[src/rtl/seven_segment_pkg.sv]
// Shared constants and helpers for the multiplexed seven-segment display driver.
// Segment patterns are active-high; polarity is applied only at the output registers.
package seven_segment_pkg;

    localparam int SEG_A = 0;
    localparam int SEG_B = 1;
    localparam int SEG_C = 2;
    localparam int SEG_D = 3;
    localparam int SEG_E = 4;
    localparam int SEG_F = 5;
    localparam int SEG_G = 6;

    localparam logic [6:0] SEG_OFF = 7'h00;

    // Index is the hex nibble; bit n of each entry drives segment SEG_A + n.
    localparam logic [6:0] HEX_SEGMENTS [16] = '{
        7'h3F, 7'h06, 7'h5B, 7'h4F, 7'h66, 7'h6D, 7'h7D, 7'h07,
        7'h7F, 7'h6F, 7'h77, 7'h7C, 7'h39, 7'h5E, 7'h79, 7'h71
    };

    function automatic int slot_cycles(input int clk_hz, input int scan_hz);
        return clk_hz / scan_hz;
    endfunction

    function automatic logic [6:0] seg_polarity(input logic [6:0] segments, input bit active_low);
        return active_low ? ~segments : segments;
    endfunction

endpackage

[src/rtl/seg7_decode.sv]
// Combinational hex nibble to active-high seven-segment pattern.
module seg7_decode
    import seven_segment_pkg::*;
(
    input  logic [3:0] nibble,
    output logic [6:0] segments
);

    assign segments = HEX_SEGMENTS[nibble];

endmodule

[src/rtl/seven_segment_scan.sv]
// Time-multiplexed seven-segment scanner: prescaled digit slots, frame-aligned
// double-buffered display data, leading-zero blanking and registered outputs.
module seven_segment_scan
    import seven_segment_pkg::*;
#(
    parameter int CLK_HZ         = 27_000_000,
    parameter int SCAN_HZ        = 1000,
    parameter int DIGITS         = 4,
    parameter int BLANK_CYCLES   = 2,
    parameter bit ACTIVE_LOW_SEG = 1'b1,
    parameter bit ACTIVE_LOW_DIG = 1'b1
) (
    input  logic                  clock,
    input  logic                  reset_n,
    input  logic                  enable,
    input  logic                  load,
    input  logic [4*DIGITS-1:0]   value,
    input  logic [DIGITS-1:0]     dp_in,
    input  logic                  blank_lz,
    output logic [6:0]            led,
    output logic                  dp,
    output logic [DIGITS-1:0]     digit_en,
    output logic                  frame
);

    localparam int SLOT  = slot_cycles(CLK_HZ, SCAN_HZ);
    localparam int PRE_W = (SLOT > 1) ? $clog2(SLOT) : 1;
    localparam int IDX_W = (DIGITS > 1) ? $clog2(DIGITS) : 1;

    localparam logic [PRE_W-1:0] PRE_LAST  = PRE_W'(SLOT - 1);
    localparam logic [PRE_W-1:0] PRE_BLANK = PRE_W'(BLANK_CYCLES);
    localparam logic [IDX_W-1:0] IDX_LAST  = IDX_W'(DIGITS - 1);

    logic [PRE_W-1:0]    pre;
    logic [IDX_W-1:0]    idx;
    logic                tick;
    logic                boundary;

    logic [4*DIGITS-1:0] pending_value;
    logic [DIGITS-1:0]   pending_dp;
    logic [4*DIGITS-1:0] active_value;
    logic [DIGITS-1:0]   active_dp;

    logic [DIGITS-1:0]   blanked;
    logic                upper_zero;
    logic                digit_blank;
    logic [3:0]          nibble;
    logic [6:0]          decoded;

    logic [6:0]          seg_next;
    logic                dp_next;
    logic [DIGITS-1:0]   en_next;

    assign tick     = enable && (pre == PRE_LAST);
    assign boundary = tick && (idx == IDX_LAST);

    always_ff @(posedge clock or negedge reset_n) begin
        if (!reset_n) begin
            pre <= '0;
            idx <= '0;
        end else if (!enable) begin
            pre <= '0;
            idx <= '0;
        end else if (tick) begin
            pre <= '0;
            idx <= (idx == IDX_LAST) ? '0 : idx + 1'b1;
        end else begin
            pre <= pre + 1'b1;
        end
    end

    // While scanning is stopped every cycle acts as a frame boundary, so the
    // first frame after enable already shows the latest load.
    always_ff @(posedge clock or negedge reset_n) begin
        if (!reset_n) begin
            pending_value <= '0;
            pending_dp    <= '0;
            active_value  <= '0;
            active_dp     <= '0;
        end else begin
            if (load) begin
                pending_value <= value;
                pending_dp    <= dp_in;
            end
            if (!enable || boundary) begin
                active_value <= load ? value : pending_value;
                active_dp    <= load ? dp_in : pending_dp;
            end
        end
    end

    // A digit is blanked when it and every more significant nibble are zero
    // and it carries no decimal point; digit 0 always shows.
    always_comb begin
        blanked    = '0;
        upper_zero = 1'b1;
        for (int i = DIGITS - 1; i >= 1; i--) begin
            upper_zero = upper_zero & (active_value[4*i +: 4] == 4'h0);
            blanked[i] = blank_lz & upper_zero & ~active_dp[i];
        end
    end

    assign nibble      = 4'(active_value >> {idx, 2'b00});
    assign digit_blank = blanked[idx];

    seg7_decode u_decode (
        .nibble   (nibble),
        .segments (decoded)
    );

    always_comb begin
        seg_next = SEG_OFF;
        dp_next  = 1'b0;
        en_next  = '0;
        if (enable && !digit_blank) begin
            seg_next = decoded;
            dp_next  = active_dp[idx];
            if (pre >= PRE_BLANK) begin
                en_next = DIGITS'(1) << idx;
            end
        end
    end

    always_ff @(posedge clock or negedge reset_n) begin
        if (!reset_n) begin
            led      <= seg_polarity(SEG_OFF, ACTIVE_LOW_SEG);
            dp       <= ACTIVE_LOW_SEG;
            digit_en <= {DIGITS{ACTIVE_LOW_DIG}};
            frame    <= 1'b0;
        end else begin
            led      <= seg_polarity(seg_next, ACTIVE_LOW_SEG);
            dp       <= dp_next ^ ACTIVE_LOW_SEG;
            digit_en <= en_next ^ {DIGITS{ACTIVE_LOW_DIG}};
            frame    <= boundary;
        end
    end

endmodule

[config.mk]
export PLATFORM = sky130hd
export DESIGN_NAME = seven_segment_scan
export DESIGN_NICKNAME = d
export VERILOG_FILES = /design/src/rtl/seven_segment_pkg.sv /design/src/rtl/seg7_decode.sv /design/src/rtl/seven_segment_scan.sv
export SDC_FILE = /design/constraint.sdc
export NUM_CORES = 1
export LEC_CHECK = 0
export ABC_AREA = 1
export BUFFER_PORTS_ARGS = -buffer_cell sky130_fd_sc_hd__buf_2
export CAP_MARGIN = 10
export CORE_MARGIN = 5
export CORE_UTILIZATION = 45
export DETAILED_ROUTE_END_ITERATION = 10
export PLACE_DENSITY = 0.72
export RECOVER_POWER = 100
export REMOVE_ABC_BUFFERS = 1
export SETUP_SLACK_MARGIN = 0.5
export SYNTH_ARGS = -nofsm -noshare
export SYNTH_HDL_FRONTEND = slang
export SYNTH_SLANG_ARGS = --single-unit
[constraint.sdc]
create_clock -name clock -period 2.05 [get_ports clock]
set_input_delay 0.1025 -clock clock [delete_from_list [all_inputs] [get_ports clock]]
set_output_delay 0.1025 -clock clock [all_outputs]
set_load 0.01 [all_outputs]
Yosys cells after proc, flatten, opt, wreduce, memory -nomap -nowiden
Memory sizes are Yosys's and may differ from the RTL's. Index checks and enable logic that the tools add are counted. Widths: inputs -> output; s select.

Add/sub/neg operators: 2. $lt $le $gt $ge: 3. Bitwise logic cells: 15. Shift-type cells: 2. Mux-type cells: 17. Reduce and logical (&&, ||, !) cells: 9. Equality and inequality tests: 3.

Operators with widths (count): $mux 15 (2); $mux 7 (3); $mux 16 (1); $shr 16x4->4 (1); $add 15x1->15 const B (1); $eq 15x15->1 const B (1); $ge 15x2->1 const B (1); $logic_not 4->1 (3); $mux 4 (3); $and 1x1->1 (8); $not 7->7 (1); $mux 2 (3); $ge 5x5->1 const B (1); $not 4->5 (1); $bmux 1 s2 (2); $not 1->1 (4); $not 4->4 (1); $shl 1x2->4 const A (1); $logic_and 1x1->1 (3); $lt 2x3->1 const B (1); $mux 1 (3); $add 2x1->2 const B (1); $eq 2x2->1 const B (1); $logic_not 1->1 (2); other kinds (2) (2).

Memories kept: 1. Memory bits (read-only): 112. Flip-flop bits (word level): 70. Word-level logic and storage cells: 62. Input port bits: 25.

Memories: (no name shown) (words 16, width 7, rd ports 1, clocked after Yosys merged registers in 0, wr ports 0, line seg7_decode.sv:9) `assign segments = HEX_SEGMENTS[nibble];`.

Depth between registers and ports, before layout
Depth after elaboration: 11. Depth in mapped cells: 13. Gate-level depth less buffers: 12.

By module
A second synthesis with hierarchy kept.

Cells, all modules: 390. Area, all modules: 3430.8 um2.

By module, submodules not included: seven_segment_scan (times used 1, area an instance 3160.5 um2, cells an instance 338, sequential area each 1766.7 um2); seg7_decode (times used 1, area an instance 270.3 um2, cells an instance 52, sequential area each 0.0 um2).

Worst setup path before layout
OpenSTA, ideal clock, no wires.

Path kind: register -> register. From: reg idx[0]. To: reg led[0]. Arrival time: 1.586 ns. Setup slack: 0.385 ns. Period minus slack after synthesis: 1.665 ns. Stages on the path, launching flop included: 14. Cell sequence: dfrtp_1 inv_2 buf_6 nand2_1 nand3_1 nand2_1 inv_1 ha_1 inv_1 nand3_1 nand3_1 nand2_1 inv_1 nand2_1.

Word-level cells in the longest chain between the ends: 7.

RTL lines: start: declaration (line seven_segment_scan.sv:35) `logic [IDX_W-1:0] idx;`; start signal: assignment (line seven_segment_scan.sv:66) `idx <= (idx == IDX_LAST) ? '0 : idx + 1'b1;`; $shr 16x4->4 (line seven_segment_scan.sv:103) `assign nibble = 4'(active_value >> {idx, 2'b00});`; $not 4->5 (implied by the code) (line seg7_decode.sv:9); $mem_v2 16x7; $mux 7 (implied by the code) (2 in a row) (line seg7_decode.sv:9); $mux 7 * (line seven_segment_scan.sv:115) `if (enable && !digit_blank) begin`; $not 7->7 * (line seven_segment_pkg.sv:26) `return active_low ? ~segments : segments;`; end signal: assignment (line seven_segment_scan.sv:126) `led <= seg_polarity(SEG_OFF, ACTIVE_LOW_SEG);`; end signal: assignment (line seven_segment_scan.sv:131) `led <= seg_polarity(seg_next, ACTIVE_LOW_SEG);`; end: declaration (line seven_segment_scan.sv:20) `output logic [6:0] led,`.

Every way passes the cells marked *; elsewhere a longest branch is shown, timed or not. The select of a mux whose other input is x is not followed. A chain may end at the register's enable or synchronous reset.

Final worst setup path
From: reg pre[0]. To: reg active_value[14].

Word-level cells in the longest chain between the ends: 4.

RTL lines: start: declaration (line seven_segment_scan.sv:34) `logic [PRE_W-1:0] pre;`; start signal: assignment (line seven_segment_scan.sv:68) `pre <= pre + 1'b1;`; $eq 15x15->1 (line seven_segment_scan.sv:54) `assign tick = enable && (pre == PRE_LAST);`; $logic_and 1x1->1 (line seven_segment_scan.sv:54); $logic_and 1x1->1 (line seven_segment_scan.sv:55) `assign boundary = tick && (idx == IDX_LAST);`; $logic_or 1x1->1 (line seven_segment_scan.sv:85) `if (!enable || boundary) begin`; end signal: assignment (line seven_segment_scan.sv:86) `active_value <= load ? value : pending_value;`; end: declaration (line seven_segment_scan.sv:41) `logic [4*DIGITS-1:0] active_value;`.

Every way passes these cells.

==> out/qor.txt <==
Period utilization -> 84.05%
Vias in the first global route -> 3037
Crit path required time -> 2.27 ns
Residual DRC -> 0
Post-DRT Antenna Nets -> 0
Maximum VDD drop -> 0.0005269 V
CP Cell Sequence -> ha_1 -> nand2_1 -> clkinv_1 -> nand2_1 -> nor2_1 -> nand4_4 -> buf_12 -> clkbuf_16 -> nand3_1 -> nand2_1
Final-stage net count -> 529
# setup viols final -> 0
Final Hold Fails -> 0
Pins Over Slew Limit -> 0
Peak fanout along the critical path -> 6
DRT iter0 DRCs -> 86
CP max stage cell -> dfrtp_1
Die X -> 98.75 um
Worst-Margin Slew -> 0.5955 ns
DR pass1 iterations -> 4
GR Util met1 -> 21.10%
Total gr overflow -> 0
Max clock buf depth -> 2
GPL Wtd Cong -> 0.8581
HPWL Detailed -> 5094 um
Via/cell ratio -> 5.050
Worst path top cell family by delay -> simple AND/OR/NAND/NOR gates
Largest family of logic cells by synthesized area -> simple AND/OR/NAND/NOR gates
Xor and xnor area share after synthesis -> 0.2471%
Synth Area in Simple Gates -> 29.40%
Synthesized-area fraction occupied by adder cells -> 4.236%
Mean post-synth cell area -> 8.624 um2
H-tree Lvls -> 3
Largest net degree at the start of global routing -> 46
Final hold slack -> 0.004412 ns
Buf+Inv Stages, Crit Path -> 3
Leak Pwr -> 2.314 nW
Worst slew margin -> 60.30%
Power Total -> 3.664 mW
Seq/Total Area, Yosys -> 49.84%
Achievable Freq -> 0.5803 GHz
Clock root buffer -> clkbuf_8
Area Growth Syn to Fin -> 37.35%
Hold Path Class -> primary input to flop
Final Util -> 63.33%
Die Area -> 9752 um2
Critical path data arrival time -> 1.95 ns
Placed Cells -> 542
GRT met2 Usage -> 27.58%
Mux cell area share after synthesis -> 6.354%
Mapped Cells -> 411
Most used routing layer -> met2
Die H -> 98.75 um
CTS sink count -> 70
Total track usage -> 16.59%
Met3 Track Usage GR -> 5.025%
Compound-gate portion of the synthesized area -> 2.965%
CP Launch Type -> flop
Share of layout cells above drive strength 1 -> 32.19%
Vias -> 3025
CTS clk-pin slew, worst paths -> 0.08 ns
Fin crit period -> 1.723 ns
Initial Util -> 46.11%
Critical path class -> flop to flop
Final WL -> 8820 um
Synthesis warning total -> 0
TritonCTS clock tree -> done
Fin cells -> 599
ANT cells -> 0
Critical Path Most Common Cell -> nand2_1
Clk_lat worst skew -> 0.35 ns
Synth unique cells -> 32
Rows -> 32
Inserted Clock Buffers -> 9
Power density cells -> 752.7 nW/um2
Mapped cell area -> 3545 um2
Largest stage delay, worst path -> 0.36 ns
Status -> finished clean
I/O pin cnt -> 38
I/O Buffers -> 37
Global-route wire length before repair -> 13460 um
WL/cell -> 14.72 um
#FFs+latches synth -> 70
Max Cap Viol -> 0
Critical Path End Type -> flop
Initial antenna violation count -> 0
RSZ-0062 raised after global routing -> yes
TNS Setup -> 0 ns
Area of the core -> 7687 um2
Skew final -> 0.01371 ns
## power breakdown
part	internal (mW)	leakage, nW	switching (mW)
registers	1.51	0.853	0.0661
clock network	0.970	0.134	0.532
logic	0.252	1.33	0.334
## stage by stage
stage               cell area (um2)  worst slack [ns]
global route                   4868            0.1979
floorplan                      3445            0.2514
detailed placement             3815            0.1906
global placement               3815            0.2949
finish                         4868            0.3269
CTS                            4384            0.4779
## cells in the mapped netlist, drive strengths merged
library cell | number | area share, %
a21boi | 3 | 0.64
a21oi | 8 | 1.1
a31oi | 2 | 0.35
buf | 14 | 2.8
dfrtp | 58 | 41
dfstp | 12 | 8.9
ha | 12 | 4.2
inv | 39 | 4.1
mux2 | 20 | 6.4
nand2 | 134 | 14
nand3 | 45 | 6.5
nand3b | 2 | 0.42
nand4 | 4 | 0.88
nor2 | 36 | 4.4
nor2b | 1 | 0.18
nor3 | 10 | 1.6
nor3b | 3 | 0.78
o21ai | 6 | 0.85
or2 | 1 | 0.18
xor2 | 1 | 0.25
## layer usage
metal,vias to the layer above,share of wire [%]
li1,1476,-
met1,1472,42
met2,64,52
met3,13,4.1
met4,0,1.5
met5,-,0
## sequential cells by signal (all words and copies together) (netlist names)
| signal | flops |
|---|---|
| active_dp | 4 |
| active_value | 16 |
| digit_en | 4 |
| dp | 1 |
| frame | 1 |
| idx | 2 |
| led | 7 |
| pending_dp | 4 |
| pending_value | 16 |
| pre | 15 |
## worst paths after layout
kind,from,endpoint,slack [ns],cells past startpoint
max,pre[0],active_value[14],0.33,10
min,value[11],pending_value[11],0.004,2
min reg2reg,pending_value[4],pending_value[4],0.49,1
max reg2reg,pre[0],active_value[14],0.33,10
min in group asynchronous,reset_n,pre[9],0.30,2
max in group asynchronous,reset_n,dp,1.07,3
## area by class of cell
cell class,instances,area (um2)
clock buffer,11,141.4
multi-input combinational,289,1881
inverter,39,163.9
tap,102,127.6
timing repair buffer,83,659.4
clock inverter,5,128.9
sequential,70,1767
fill,640,2819
## cell families after synthesis
kind of cell | Yosys count
AO/OA/AOI/OAI | 19
XOR/XNOR | 1
adder cells (fa/ha/maj) | 12
buffers and inverters | 53
flip-flops | 70
multiplexers | 20
AND/OR/NAND/NOR | 236
## cells in the final DEF, fill, tap and decap left out, types with 3 or more instances in the layout
master and instances:
bufinv_16 4, nand3_2 7, buf_12 3, nor2_2 3, nand2_4 6, nor3b_1 3
buf_2 24, nand4_1 3, inv_1 28, a21boi_0 3, mux2_2 8, nor3_1 9
buf_6 8, inv_2 5, nand3_1 30, nor2_1 31, dfrtp_1 58, a21oi_1 7
ha_1 6, inv_4 3, nand2_8 3, nand2_2 19, buf_4 18, clkbuf_1 14
dlygate4sd3_1 14, nand3_4 8, nand2_1 107, clkbuf_8 10, dfstp_2 12, ha_4 5
o21ai_0 3, mux2_1 12
## what timing repair did
action,in CTS,in global routing
gates resized for setup,24,90
cloned,0,5
pin swaps,7,38
hold buffers,12,2
setup endpoints to repair,28,40
setup buffers,11,11
hold endpoints to repair,25,2
Power figures use the tool's default switching activity.
